==> config.mk <==
export PLATFORM = sky130hd
export DESIGN_NAME = serial_frame_rx
export DESIGN_NICKNAME = d
export VERILOG_FILES = /design/src/rtl/serial_frame_pkg.sv /design/src/rtl/serial_shift_in.sv /design/src/rtl/serial_frame_rx.sv
export SDC_FILE = /design/constraint.sdc
export NUM_CORES = 1
export LEC_CHECK = 0
export ABC_AREA = 1
export ABC_CLOCK_PERIOD_IN_PS = 2090
export BUFFER_PORTS_ARGS = -buffer_cell sky130_fd_sc_hd__clkbuf_2
export CAP_MARGIN = 10
export CORE_ASPECT_RATIO = 1.4
export CORE_MARGIN = 3
export CORE_UTILIZATION = 55
export CTS_BUF_LIST = sky130_fd_sc_hd__clkbuf_8
export DETAILED_ROUTE_END_ITERATION = 12
export PLACE_DENSITY = 0.73
export SLEW_MARGIN = 20
export SYNTH_ARGS = -nofsm -noshare
export SYNTH_HDL_FRONTEND = slang
export SYNTH_SLANG_ARGS = --single-unit
==> constraint.sdc <==
create_clock -name clk -period 2.09 [get_ports clk]
set_clock_uncertainty 0.1 [all_clocks]
set_input_delay 0.209 -clock clk [delete_from_list [all_inputs] [get_ports clk]]
set_output_delay 0.209 -clock clk [all_outputs]
set_load 0.02 [all_outputs]
==> src/rtl/serial_frame_pkg.sv <==
// Shared types and default constants for the serial frame receiver.
package serial_frame_pkg;

  // Receiver FSM states; the spare encoding 2'd3 is steered back to HUNT.
  typedef enum logic [1:0] {
    ST_HUNT = 2'd0,
    ST_DATA = 2'd1,
    ST_PAR  = 2'd2,
    ST_BAD  = 2'd3
  } rx_state_t;

  localparam int         DEF_WIDTH    = 8;
  localparam int         DEF_SYNC_LEN = 4;
  localparam logic [3:0] DEF_SYNC_PAT = 4'b1011;

endpackage

==> src/rtl/serial_shift_in.sv <==
// N-bit serial-in / parallel-out shift register, first bit received ends up in the MSB.
module serial_shift_in
  import serial_frame_pkg::*;
#(
  parameter int N = DEF_SYNC_LEN
) (
  input  logic         clk,
  input  logic         rst,
  input  logic         clr,
  input  logic         shift,
  input  logic         din,
  output logic [N-1:0] q
);

  // Shift the new bit into the LSB; a synchronous clear wins over shifting.
  always_ff @(posedge clk or posedge rst) begin
    // NOTE: sequential state is assigned with <= so every register samples pre-edge values.
    if (rst) begin
      q <= '0;
    end else if (clr) begin
      q <= '0;
    end else if (shift) begin
      q <= {q[N-2:0], din};
    end
  end

endmodule

==> src/rtl/serial_frame_rx.sv <==
// Serial frame receiver: hunts for a sync pattern, shifts in one data word plus
// a parity bit, then presents the word with a one-cycle valid pulse.
module serial_frame_rx
  import serial_frame_pkg::*;
#(
  parameter int                  WIDTH      = DEF_WIDTH,
  parameter int                  SYNC_LEN   = DEF_SYNC_LEN,
  parameter logic [SYNC_LEN-1:0] SYNC_PAT   = SYNC_LEN'(DEF_SYNC_PAT),
  parameter bit                  ODD_PARITY = 1'b0
) (
  input  logic             clk,
  input  logic             rst,
  input  logic             din,
  output logic [WIDTH-1:0] dout,
  output logic             dout_valid,
  output logic             parity_err,
  output logic             locked
);

  localparam int FW = $clog2(SYNC_LEN + 1);
  localparam int CW = $clog2(WIDTH);

  localparam logic [FW-1:0] FILL_MAX = FW'(SYNC_LEN);
  localparam logic [FW-1:0] FILL_MIN = FW'(SYNC_LEN - 1);
  localparam logic [CW-1:0] CNT_LAST = CW'(WIDTH - 1);

  rx_state_t          state, state_next;
  logic [SYNC_LEN-1:0] sreg;
  logic [WIDTH-1:0]    dreg;
  logic [FW-1:0]       fill;
  logic [CW-1:0]       cnt;

  logic sync_shift;
  logic sync_clr;
  logic data_shift;
  logic frame_done;
  logic sync_hit;
  logic exp_par;
  logic sync_unused_msb;

  // The oldest sync bit falls out of the match window, which is the last
  // SYNC_LEN-1 stored bits plus the bit arriving on this edge.
  assign sync_unused_msb = sreg[SYNC_LEN-1];
  assign sync_hit = (fill >= FILL_MIN) && ({sreg[SYNC_LEN-2:0], din} == SYNC_PAT);

  assign exp_par = ODD_PARITY ? ~^dreg : ^dreg;

  serial_shift_in #(.N(SYNC_LEN)) u_sync_reg (
    .clk   (clk),
    .rst   (rst),
    .clr   (sync_clr),
    .shift (sync_shift),
    .din   (din),
    .q     (sreg)
  );

  serial_shift_in #(.N(WIDTH)) u_data_reg (
    .clk   (clk),
    .rst   (rst),
    .clr   (1'b0),
    .shift (data_shift),
    .din   (din),
    .q     (dreg)
  );

  // State register.
  always_ff @(posedge clk or posedge rst) begin
    if (rst) begin
      state <= ST_HUNT;
    end else begin
      state <= state_next;
    end
  end

  // Next-state and datapath control decode.
  always_comb begin
    // NOTE: every output gets a default first so no path leaves one unassigned (no latches).
    state_next = state;
    sync_shift = 1'b0;
    sync_clr   = 1'b0;
    data_shift = 1'b0;
    frame_done = 1'b0;
    case (state)
      ST_HUNT: begin
        sync_shift = 1'b1;
        if (sync_hit) begin
          state_next = ST_DATA;
        end
      end
      ST_DATA: begin
        data_shift = 1'b1;
        if (cnt == CNT_LAST) begin
          state_next = ST_PAR;
        end
      end
      ST_PAR: begin
        // Parity bit never seeds the next sync search.
        frame_done = 1'b1;
        sync_clr   = 1'b1;
        state_next = ST_HUNT;
      end
      default: begin
        sync_clr   = 1'b1;
        state_next = ST_HUNT;
      end
    endcase
  end

  // Sync fill count: saturates at SYNC_LEN, restarts whenever the sync reg is cleared.
  always_ff @(posedge clk or posedge rst) begin
    if (rst) begin
      fill <= '0;
    end else if (sync_clr) begin
      fill <= '0;
    end else if (sync_shift && (fill != FILL_MAX)) begin
      fill <= fill + 1'b1;
    end
  end

  // Data bit count: held at zero while hunting, advances once per data bit.
  always_ff @(posedge clk or posedge rst) begin
    if (rst) begin
      cnt <= '0;
    end else if (state == ST_HUNT) begin
      cnt <= '0;
    end else if (data_shift) begin
      cnt <= cnt + 1'b1;
    end
  end

  // Output word, parity flag and valid pulse, all updated on the parity edge.
  always_ff @(posedge clk or posedge rst) begin
    if (rst) begin
      dout       <= '0;
      parity_err <= 1'b0;
      dout_valid <= 1'b0;
    end else begin
      dout_valid <= frame_done;
      if (frame_done) begin
        dout       <= dreg;
        parity_err <= (din != exp_par);
      end
    end
  end

  // Lock indicator trails the FSM by one edge.
  always_ff @(posedge clk or posedge rst) begin
    if (rst) begin
      locked <= 1'b0;
    end else begin
      locked <= (state == ST_DATA) || (state == ST_PAR);
    end
  end

endmodule

==> impl_metrics.env, run 1 <==
export IMPL_grt_pass1_vias=1011
export IMPL_antenna_found_initial=0
export IMPL_synth_lib_cells_used_distinct=20
export IMPL_yosysWarnings=0
export IMPL_grt_pass1_wl_mm=4.11
export IMPL_nets=187
export IMPL_ys_seq_area_frac=0.538
export IMPL_vias_per_cell=4.71
export IMPL_crit_required_ns=2.16
export IMPL_ir_drop_mv=0.755
export IMPL_power_density_nw_per_um2=1370
export IMPL_syn_nets=167
export IMPL_cts_buffers=5
export IMPL_grt_total_usage=0.176
export IMPL_cts_htree_levels=2
export IMPL_outcome="complete, no violations"
export IMPL_multi_input_area_um2=528
export IMPL_diodes=0
export IMPL_cp_num_buf_inv=2
export IMPL_setup_tns_ns=0
export IMPL_cts_root_buf="clkbuf_8"
export IMPL_postCtsHoldBufs=1
export IMPL_drv_slew=0
export IMPL_synth_area_leaders="dfrtp_1, nand2_1, ha_1"
export IMPL_final_setup_viol_count=0
export IMPL_drt_wl_total_mm=2.33
export IMPL_synth_most_common_cell="nand2_1"
export IMPL_yosysTopAreaCellShare=0.538
export IMPL_die_w_um=48.6
export IMPL_drtIter0Drc=35
export IMPL_fillers=204
export IMPL_cts_sinks=30
export IMPL_drive_above_1_share=0.159
export IMPL_clk_latency_ns=0.28
export IMPL_crit_fanout=7
export IMPL_wl_per_cell_um=11.1
export IMPL_core_um2=2420
export IMPL_ioPinCount=14
export IMPL_first_pass_iters=4
export IMPL_ctsResizeCount=0
export IMPL_detail_route_antenna_nets=0
export IMPL_seq_area_um2=751
export IMPL_slowest_stage="dfrtp_1"
export IMPL_fin_hold_ws_ns=0.0962
export IMPL_path_cells="inv_1 -> ha_1 -> inv_4 -> or2_4 -> nand3_2 -> nand2_2 -> nand2_1 -> o21ai_2"
export IMPL_rsz0062_at_grt="no"
export IMPL_endpoint_kind="register"
export IMPL_port_buffers=13
export IMPL_grt_ovfl_total=0
export IMPL_leakage_uw=0.000876
export IMPL_worstPathArrival_ns=1.77
export IMPL_tritoncts="built"
export IMPL_fin_area_um2=1600
export IMPL_period_share=0.813
export IMPL_routed_via_count=990
export IMPL_critPathKind="register to register"
export IMPL_maxCapViolations=0
export IMPL_synth_common_cells="nand2_1, dfrtp_1, inv_1"
export IMPL_clk_path_buf_depth=2
export IMPL_drc=0
export IMPL_synth_edf_count=0
export IMPL_grt_max_degree=21
export IMPL_slew_headroom=0.730
export IMPL_max_stage_delay_ns=0.39
export IMPL_period_needed_ns=1.70
export IMPL_hold_class="input port to register"
export IMPL_area_growth_pct=14.5
export IMPL_path_clk_slew_ns=0.06
export IMPL_tightest_slew_ns=0.405
export IMPL_hold_viol_final=0
export IMPL_start_util=0.578
export IMPL_dieArea_um2=3190
export IMPL_path_delay_family="simple AND/OR/NAND/NOR gates"
export IMPL_async_reset_ff_frac=1.00
export IMPL_fmax_ghz=0.589
export IMPL_num_rows=21
export IMPL_die_h_um=65.6
export IMPL_ys_flop_type="dfrtp_1"
export IMPL_place_area_um2=1500
export IMPL_synth_top_area_cell="dfrtp_1"
export IMPL_cts_setup_buffers=0
export IMPL_avgSynthCellArea_um2=9.01
export IMPL_synthesis_area_um2=1400
export IMPL_gp_congestion=0.835
export IMPL_synth_ff_latch_count=30
export IMPL_dp_hpwl_mm=1.77
export IMPL_synth_cells=155
export IMPL_startpoint_type="register"
## power breakdown
| group | total (µW) | internal [µW] | switching (µW) | leakage [µW] |
|---|---|---|---|---|
| clock network | 470 | 260 | 210 | 0.0000524 |
| registers | 911 | 784 | 127 | 0.000393 |
| logic | 808 | 286 | 522 | 0.000430 |
| total | 2190 | 1330 | 859 | 0.000876 |
## registers in the layout, summed over array words and instances (netlist names)
name	count
cnt	3
dout	8
dout_valid	1
fill	3
locked	1
parity_err	1
state	2
u_data_reg.q	8
u_sync_reg.q	3
## per-stage QoR
| stage | utilization | cells | setup WS (ns) | power (µW) |
|---|---|---|---|---|
| finish | 0.661 | 210 | 0.392 | 2190 |
| global route | 0.661 | 210 | 0.286 | 2400 |
| detailed placement | 0.620 | 201 | 0.394 | 1730 |
| floorplan | - | 155 | 0.576 | 1520 |
| CTS | 0.661 | 210 | 0.388 | 2220 |
| global placement | 0.620 | 201 | 0.497 | 1680 |
## metal layers
metal	up-vias	GRT usage	part of all wire
met4	0	0.117	0.038
li1	525	-	-
met2	21	0.314	0.49
met3	8	0.0680	0.050
met1	436	0.165	0.42
met5	-	0	0
## area by class of cell
cell class | count | area share
clock buffers | 6 | 0.0516
clock inverters | 2 | 0.00548
inverters | 25 | 0.0603
multi-input cells | 97 | 0.330
flip-flops and latches | 30 | 0.469
well taps | 34 | 0.0266
repair buffers | 16 | 0.0563
## logic make-up after synthesis
group                      count (synthesis)  share of synthesized area
and+or+nand+nor                           59                      0.175
DFF                                       30                      0.538
buffers and inverters                     28                     0.0842
AOI/OAI and AO/OA                         26                      0.104
adders and majority gates                  9                     0.0806
xor gates and xnor gates                   3                     0.0188
## final timing paths
check | start | end | slack [ns] | cells past startpoint
hold reg to reg | parity_err | parity_err | 0.38 | 2
setup reg to reg | state[1] | state[1] | 0.39 | 8
hold / removal | din | u_data_reg.q[0] | 0.1 | 3
min in group asynchronous | rst | fill[2] | 0.35 | 3
setup / recovery | state[1] | state[1] | 0.39 | 8
max in group asynchronous | rst | u_data_reg.q[0] | 0.95 | 4
## worst reg2reg max path, cell delays in order (launching register included)
cell	delay [ns]
dfrtp_1	0.39
inv_1	0.15
ha_1	0.33
inv_4	0.08
or2_4	0.24
nand3_2	0.09
nand2_2	0.07
nand2_1	0.09
o21ai_2	0.05
## cells in the final DEF (no fill, tap or decap)
cell type / n
or2_4: 1
o21ai_2: 1
xnor2_1: 1
nand2_1: 46
dlygate4sd3_1: 1
inv_1: 25
nand3_2: 1
nor2_1: 3
o21ai_0: 19
nand2_2: 1
a21boi_2: 1
xor2_1: 2
clkbuf_8: 6
a21oi_1: 1
dfrtp_1: 30
nor3_1: 1
clkbuf_2: 13
buf_4: 2
nand3_1: 6
inv_4: 1
clkinv_2: 1
ha_1: 9
o22ai_1: 4
Power figures use the tool's default switching activity.
==> inputs of run 2 (changes only) <==
--- a/config.mk
+++ b/config.mk
@@ -6,7 +6,7 @@
 export NUM_CORES = 1
 export LEC_CHECK = 0
 export ABC_AREA = 1
-export ABC_CLOCK_PERIOD_IN_PS = 2090
+export ABC_CLOCK_PERIOD_IN_PS = 1600
 export BUFFER_PORTS_ARGS = -buffer_cell sky130_fd_sc_hd__clkbuf_2
 export CAP_MARGIN = 10
 export CORE_ASPECT_RATIO = 1.4
==> constraint.sdc (replaced) <==
create_clock -name clk -period 1.6 [get_ports clk]
set_clock_uncertainty 0.1 [all_clocks]
set_input_delay 0.16 -clock clk [delete_from_list [all_inputs] [get_ports clk]]
set_output_delay 0.16 -clock clk [all_outputs]
set_load 0.02 [all_outputs]
==> impl_metrics.env, run 2 (synthesized netlist as in run 1, its figures left out) <==
export IMPL_dr_max_layer_used="met4"
export IMPL_fin_area_um2=1610
export IMPL_seq_area_um2=751
export IMPL_critPathKind="register to register"
export IMPL_die_h_um=65.6
export IMPL_maxCapViolations=0
export IMPL_detail_route_antenna_nets=0
export IMPL_diodes=0
export IMPL_core_um2=2420
export IMPL_crit_fanout=3
export IMPL_clk_path_buf_depth=2
export IMPL_largestRegisters="dout (8), u_data_reg.q (8)"
export IMPL_crit_required_ns=1.67
export IMPL_dp_slack_ns=0.0378
export IMPL_drtIter0Drc=22
export IMPL_grt_pass1_wl_mm=4.24
export IMPL_start_util=0.578
export IMPL_dpl_cell_count=202
export IMPL_routed_via_count=1042
export IMPL_fillers=208
export IMPL_final_setup_viol_count=0
export IMPL_place_area_um2=1510
export IMPL_wl_met2_mm=1.35
export IMPL_crit_path_frequent_cell="ha_1"
export IMPL_drive_above_1_share=0.181
export IMPL_power_density_nw_per_um2=1790
export IMPL_max_stage_delay_ns=0.39
export IMPL_area_growth_pct=15.5
export IMPL_hold_viol_final=0
export IMPL_gp_congestion=0.831
export IMPL_multi_input_area_um2=534
export IMPL_outcome="complete, no violations"
export IMPL_wl_met1_um=931
export IMPL_dieArea_um2=3190
export IMPL_path_delay_family="simple AND/OR/NAND/NOR gates"
export IMPL_period_share=0.946
export IMPL_path_cells="ha_1 -> ha_1 -> or2_4 -> nand3_2 -> nand2_2 -> nand2_1 -> o21ai_2"
export IMPL_cts_sinks=30
export IMPL_first_pass_iters=4
export IMPL_slowest_stage="dfrtp_1"
export IMPL_startpoint_type="register"
export IMPL_slew_headroom=0.747
export IMPL_period_needed_ns=1.51
export IMPL_tightest_slew_ns=0.380
export IMPL_drv_slew=0
export IMPL_worstPathArrival_ns=1.59
export IMPL_nets=188
export IMPL_hold_class="input port to register"
export IMPL_grt_pass1_vias=1054
export IMPL_wl_met3_um=99
export IMPL_cts_buffers=5
export IMPL_ioPinCount=14
export IMPL_ir_drop_mv=0.858
export IMPL_grt_max_degree=31
export IMPL_port_buffers=13
export IMPL_rsz0062_at_grt="yes"
export IMPL_cts_setup_buffers=0
export IMPL_grt_total_usage=0.181
export IMPL_vias_per_cell=4.94
export IMPL_path_clk_slew_ns=0.06
export IMPL_cts_htree_levels=2
export IMPL_num_rows=21
export IMPL_endpoint_kind="register"
export IMPL_wl_per_cell_um=11.7
export IMPL_dp_hpwl_mm=1.83
export IMPL_final_common_cell="nand2_1"
export IMPL_clk_latency_ns=0.28
export IMPL_tritoncts="built"
export IMPL_drt_wl_total_mm=2.46
export IMPL_antenna_found_initial=0
export IMPL_grt_ovfl_total=0
export IMPL_leakage_uw=0.000877
export IMPL_drc=0
export IMPL_fin_ws_ns=0.0863
export IMPL_layout_common_cells="nand2_1, dfrtp_1, inv_1"
export IMPL_fin_cells=211
export IMPL_power_uw=2890
export IMPL_cp_num_buf_inv=0
export IMPL_die_w_um=48.6
export IMPL_fmax_ghz=0.661
export IMPL_cts_root_buf="clkbuf_8"
==> run 2: final timing paths <==
kind,to,cells after the start,slack (ns),startpoint
worst min-delay path,u_data_reg.q[0],3,0.06,din
worst min register to register,dout[1],2,0.37,dout[1]
worst max-delay path,state[1],7,0.09,cnt[0]
min in group asynchronous,fill[0],4,0.37,rst
worst max register to register,state[1],7,0.09,cnt[0]
max in group asynchronous,parity_err,4,0.76,rst
==> run 2: layout make-up <==
cell class,instances,area share
clock buffer,6,0.0512
clock inverter,2,0.00543
inverter,25,0.0597
multi-input combinational,97,0.331
sequential,30,0.465
tap,34,0.0264
timing repair buffer,17,0.0605
==> run 2: through the flow <==
step / setup TNS (ns) / utilization / hold WS (ns)
after floorplan: 0 / - / 0.151
after global placement: 0 / 0.623 / 0.126
after detailed placement: 0 / 0.623 / 0.132
after CTS: 0 / 0.665 / 0.0529
after global routing: -0.0231 / 0.667 / 0.0855
final: 0 / 0.667 / 0.0625
==> run 2: worst reg2reg max path: stages, from the launching register on <==
cell and delay [ns]:
dfrtp_1 0.39, ha_1 0.21, ha_1 0.18, or2_4 0.25, nand3_2 0.09, nand2_2 0.06, nand2_1 0.07, o21ai_2 0.05
==> run 2: what timing repair did <==
item,4_1_cts,5_1_grt
endpoints found under the hold margin,30,0
setup endpoints to repair,0,5
gates resized for setup,0,4
hold buffers,1,0
==> run 2: per-layer routing <==
layer,vias up,global-route usage
li1,529,-
met1,484,0.153
met2,19,0.347
met3,10,0.0590
met4,0,0.135
met5,-,0
==> run 2: report_power, final <==
| group | total, µW | switching, µW | internal (µW) | leakage (µW) |
|---|---|---|---|---|
| Sequential | 1190 | 169 | 1020 | 0.000393 |
| Combinational | 1090 | 705 | 389 | 0.000432 |
| Clock | 605 | 266 | 339 | 0.0000524 |
| Total | 2890 | 1140 | 1750 | 0.000877 |
==> inputs of run 3 (changes only) <==
--- a/config.mk
+++ b/config.mk
@@ -6,15 +6,16 @@
 export NUM_CORES = 1
 export LEC_CHECK = 0
 export ABC_AREA = 1
-export ABC_CLOCK_PERIOD_IN_PS = 1600
+export ABC_CLOCK_PERIOD_IN_PS = 1900
 export BUFFER_PORTS_ARGS = -buffer_cell sky130_fd_sc_hd__clkbuf_2
 export CAP_MARGIN = 10
 export CORE_ASPECT_RATIO = 1.4
-export CORE_MARGIN = 3
+export CORE_MARGIN = 8
 export CORE_UTILIZATION = 55
 export CTS_BUF_LIST = sky130_fd_sc_hd__clkbuf_8
 export DETAILED_ROUTE_END_ITERATION = 12
 export PLACE_DENSITY = 0.73
+export SETUP_SLACK_MARGIN = 0.1
 export SLEW_MARGIN = 20
 export SYNTH_ARGS = -nofsm -noshare
 export SYNTH_HDL_FRONTEND = slang
==> constraint.sdc (replaced) <==
create_clock -name clk -period 1.9 [get_ports clk]
set_clock_uncertainty 0.1 [all_clocks]
set_input_delay 0.19 -clock clk [delete_from_list [all_inputs] [get_ports clk]]
set_output_delay 0.19 -clock clk [all_outputs]
set_load 0.02 [all_outputs]
==> impl_metrics.env, run 3 (synthesized netlist as in run 1, its figures left out) <==
export IMPL_fin_hold_ws_ns=0.0847
export IMPL_outcome="complete, no violations"
export IMPL_final_common_cell="nand2_1"
export IMPL_grt_ovfl_total=0
export IMPL_max_stage_delay_ns=0.38
export IMPL_period_needed_ns=1.62
export IMPL_dieArea_um2=4430
export IMPL_grt_max_degree=31
export IMPL_rsz0062_at_grt="no"
export IMPL_drtIter0Drc=24
export IMPL_nets=187
export IMPL_ioPinCount=14
export IMPL_cts_root_buf="clkbuf_8"
export IMPL_globalRouteMet1Util=0.116
export IMPL_core_um2=2390
export IMPL_power_density_nw_per_um2=1510
export IMPL_tritoncts="built"
export IMPL_num_rows=21
export IMPL_hold_class="input port to register"
export IMPL_clk_latency_ns=0.28
export IMPL_fmax_ghz=0.616
export IMPL_grt_pass1_vias=1033
export IMPL_path_clk_slew_ns=0.06
export IMPL_grt_total_usage=0.130
export IMPL_cts_sinks=30
export IMPL_drv_slew=0
export IMPL_gp_congestion=0.809
export IMPL_power_uw=2420
export IMPL_cts_htree_levels=2
export IMPL_routed_via_count=998
export IMPL_cts_buffers=5
export IMPL_crit_fanout=7
export IMPL_die_w_um=58.6
export IMPL_drt_wl_total_mm=2.45
export IMPL_setup_tns_ns=0
export IMPL_final_setup_viol_count=0
export IMPL_path_cells="inv_1 -> ha_2 -> inv_4 -> or2_4 -> nand2_1 -> nand2_2 -> nand2_1 -> o21ai_2"
export IMPL_vias_per_cell=4.75
export IMPL_tightest_slew_ns=0.378
export IMPL_gr_max_usage_layer="met2"
export IMPL_layout_common_cells="nand2_1, dfrtp_1, inv_1"
export IMPL_wl_per_cell_um=11.7
export IMPL_slew_headroom=0.748
export IMPL_area_growth_pct=14.7
export IMPL_grtUsageMet3=0.0557
export IMPL_use_met2=0.236
export IMPL_path_delay_family="simple AND/OR/NAND/NOR gates"
export IMPL_maxCapViolations=0
export IMPL_start_util=0.584
export IMPL_clk_path_buf_depth=2
export IMPL_drc=0
export IMPL_die_h_um=75.6
export IMPL_drive_above_1_share=0.165
export IMPL_largestRegisters="dout (8), u_data_reg.q (8)"
export IMPL_startpoint_type="register"
export IMPL_crit_required_ns=1.97
export IMPL_worstPathArrival_ns=1.70
export IMPL_dp_hpwl_mm=1.81
export IMPL_grt_pass1_wl_mm=4.22
export IMPL_cp_num_buf_inv=2
export IMPL_diodes=0
export IMPL_period_share=0.855
export IMPL_first_pass_iters=4
export IMPL_detail_route_antenna_nets=0
export IMPL_antenna_found_initial=0
export IMPL_crit_path_frequent_cell="nand2_1"
export IMPL_ir_drop_mv=0.779
export IMPL_port_buffers=13
export IMPL_slowest_stage="dfrtp_1"
export IMPL_endpoint_kind="register"
export IMPL_hold_viol_final=0
export IMPL_leakage_uw=0.000874
export IMPL_critPathKind="register to register"
## run 3: changes by cell type in the layout (fill, tap and decap cells not counted), sizes merged
cell,change
buf,-1
## run 3: through the flow
step	worst slack, ns	instances	util	instance area (µm²)
after global placement	0.305	201	0.626	1500
final	0.276	210	0.670	1600
after CTS	0.217	210	0.669	1600
after floorplan	0.386	155	-	1400
after detailed placement	0.229	201	0.626	1500
after global routing	0.137	210	0.670	1600
## run 3: layer usage
| layer | vias to the layer above | part of all wire |
|---|---|---|
| met2 | 16 | 0.52 |
| met3 | 4 | 0.057 |
| met4 | 0 | 0.022 |
| met1 | 457 | 0.40 |
| met5 | - | 0 |
| li1 | 521 | - |
## run 3: cell type report
| type | instances | area, µm² |
|---|---|---|
| clock buffers | 6 | 82.6 |
| clock inverters | 2 | 8.76 |
| fillers | 211 | 790 |
| inverters | 25 | 96.3 |
| multi-input cells | 97 | 531 |
| flip-flops and latches | 30 | 751 |
| well taps | 34 | 42.5 |
| repair buffers | 16 | 90.1 |
## run 3: power by group
part | switching (µW) | internal (µW)
Clock | 232 | 286
Combinational | 585 | 320
Sequential | 137 | 862
Total | 954 | 1470
## run 3: repair_timing
action                     CTS  global route
hold buffers                 1             0
buffers inserted             0             0
gates resized for setup      0             1
hold endpoints to repair    30             0
setup endpoints to repair    0             1
## run 3: worst register-to-register path, delay by kind of cell (launching register included)
kind | cells | cell delay, ns
simple gates | 4 | 0.48
flops | 1 | 0.38
fa+ha+maj | 1 | 0.29
buf+inv | 2 | 0.23
compound gates | 1 | 0.05
## run 3: final timing paths
kind / startpoint / endpoint / slack, ns / cells past startpoint
max: state[1] / state[1] / 0.28 / 8
min: din / u_data_reg.q[0] / 0.08 / 3
max reg2reg: state[1] / state[1] / 0.28 / 8
min reg2reg: dout[1] / dout[1] / 0.37 / 2
max in group asynchronous: rst / dout[1] / 1.03 / 4
min in group asynchronous: rst / u_data_reg.q[6] / 0.39 / 4
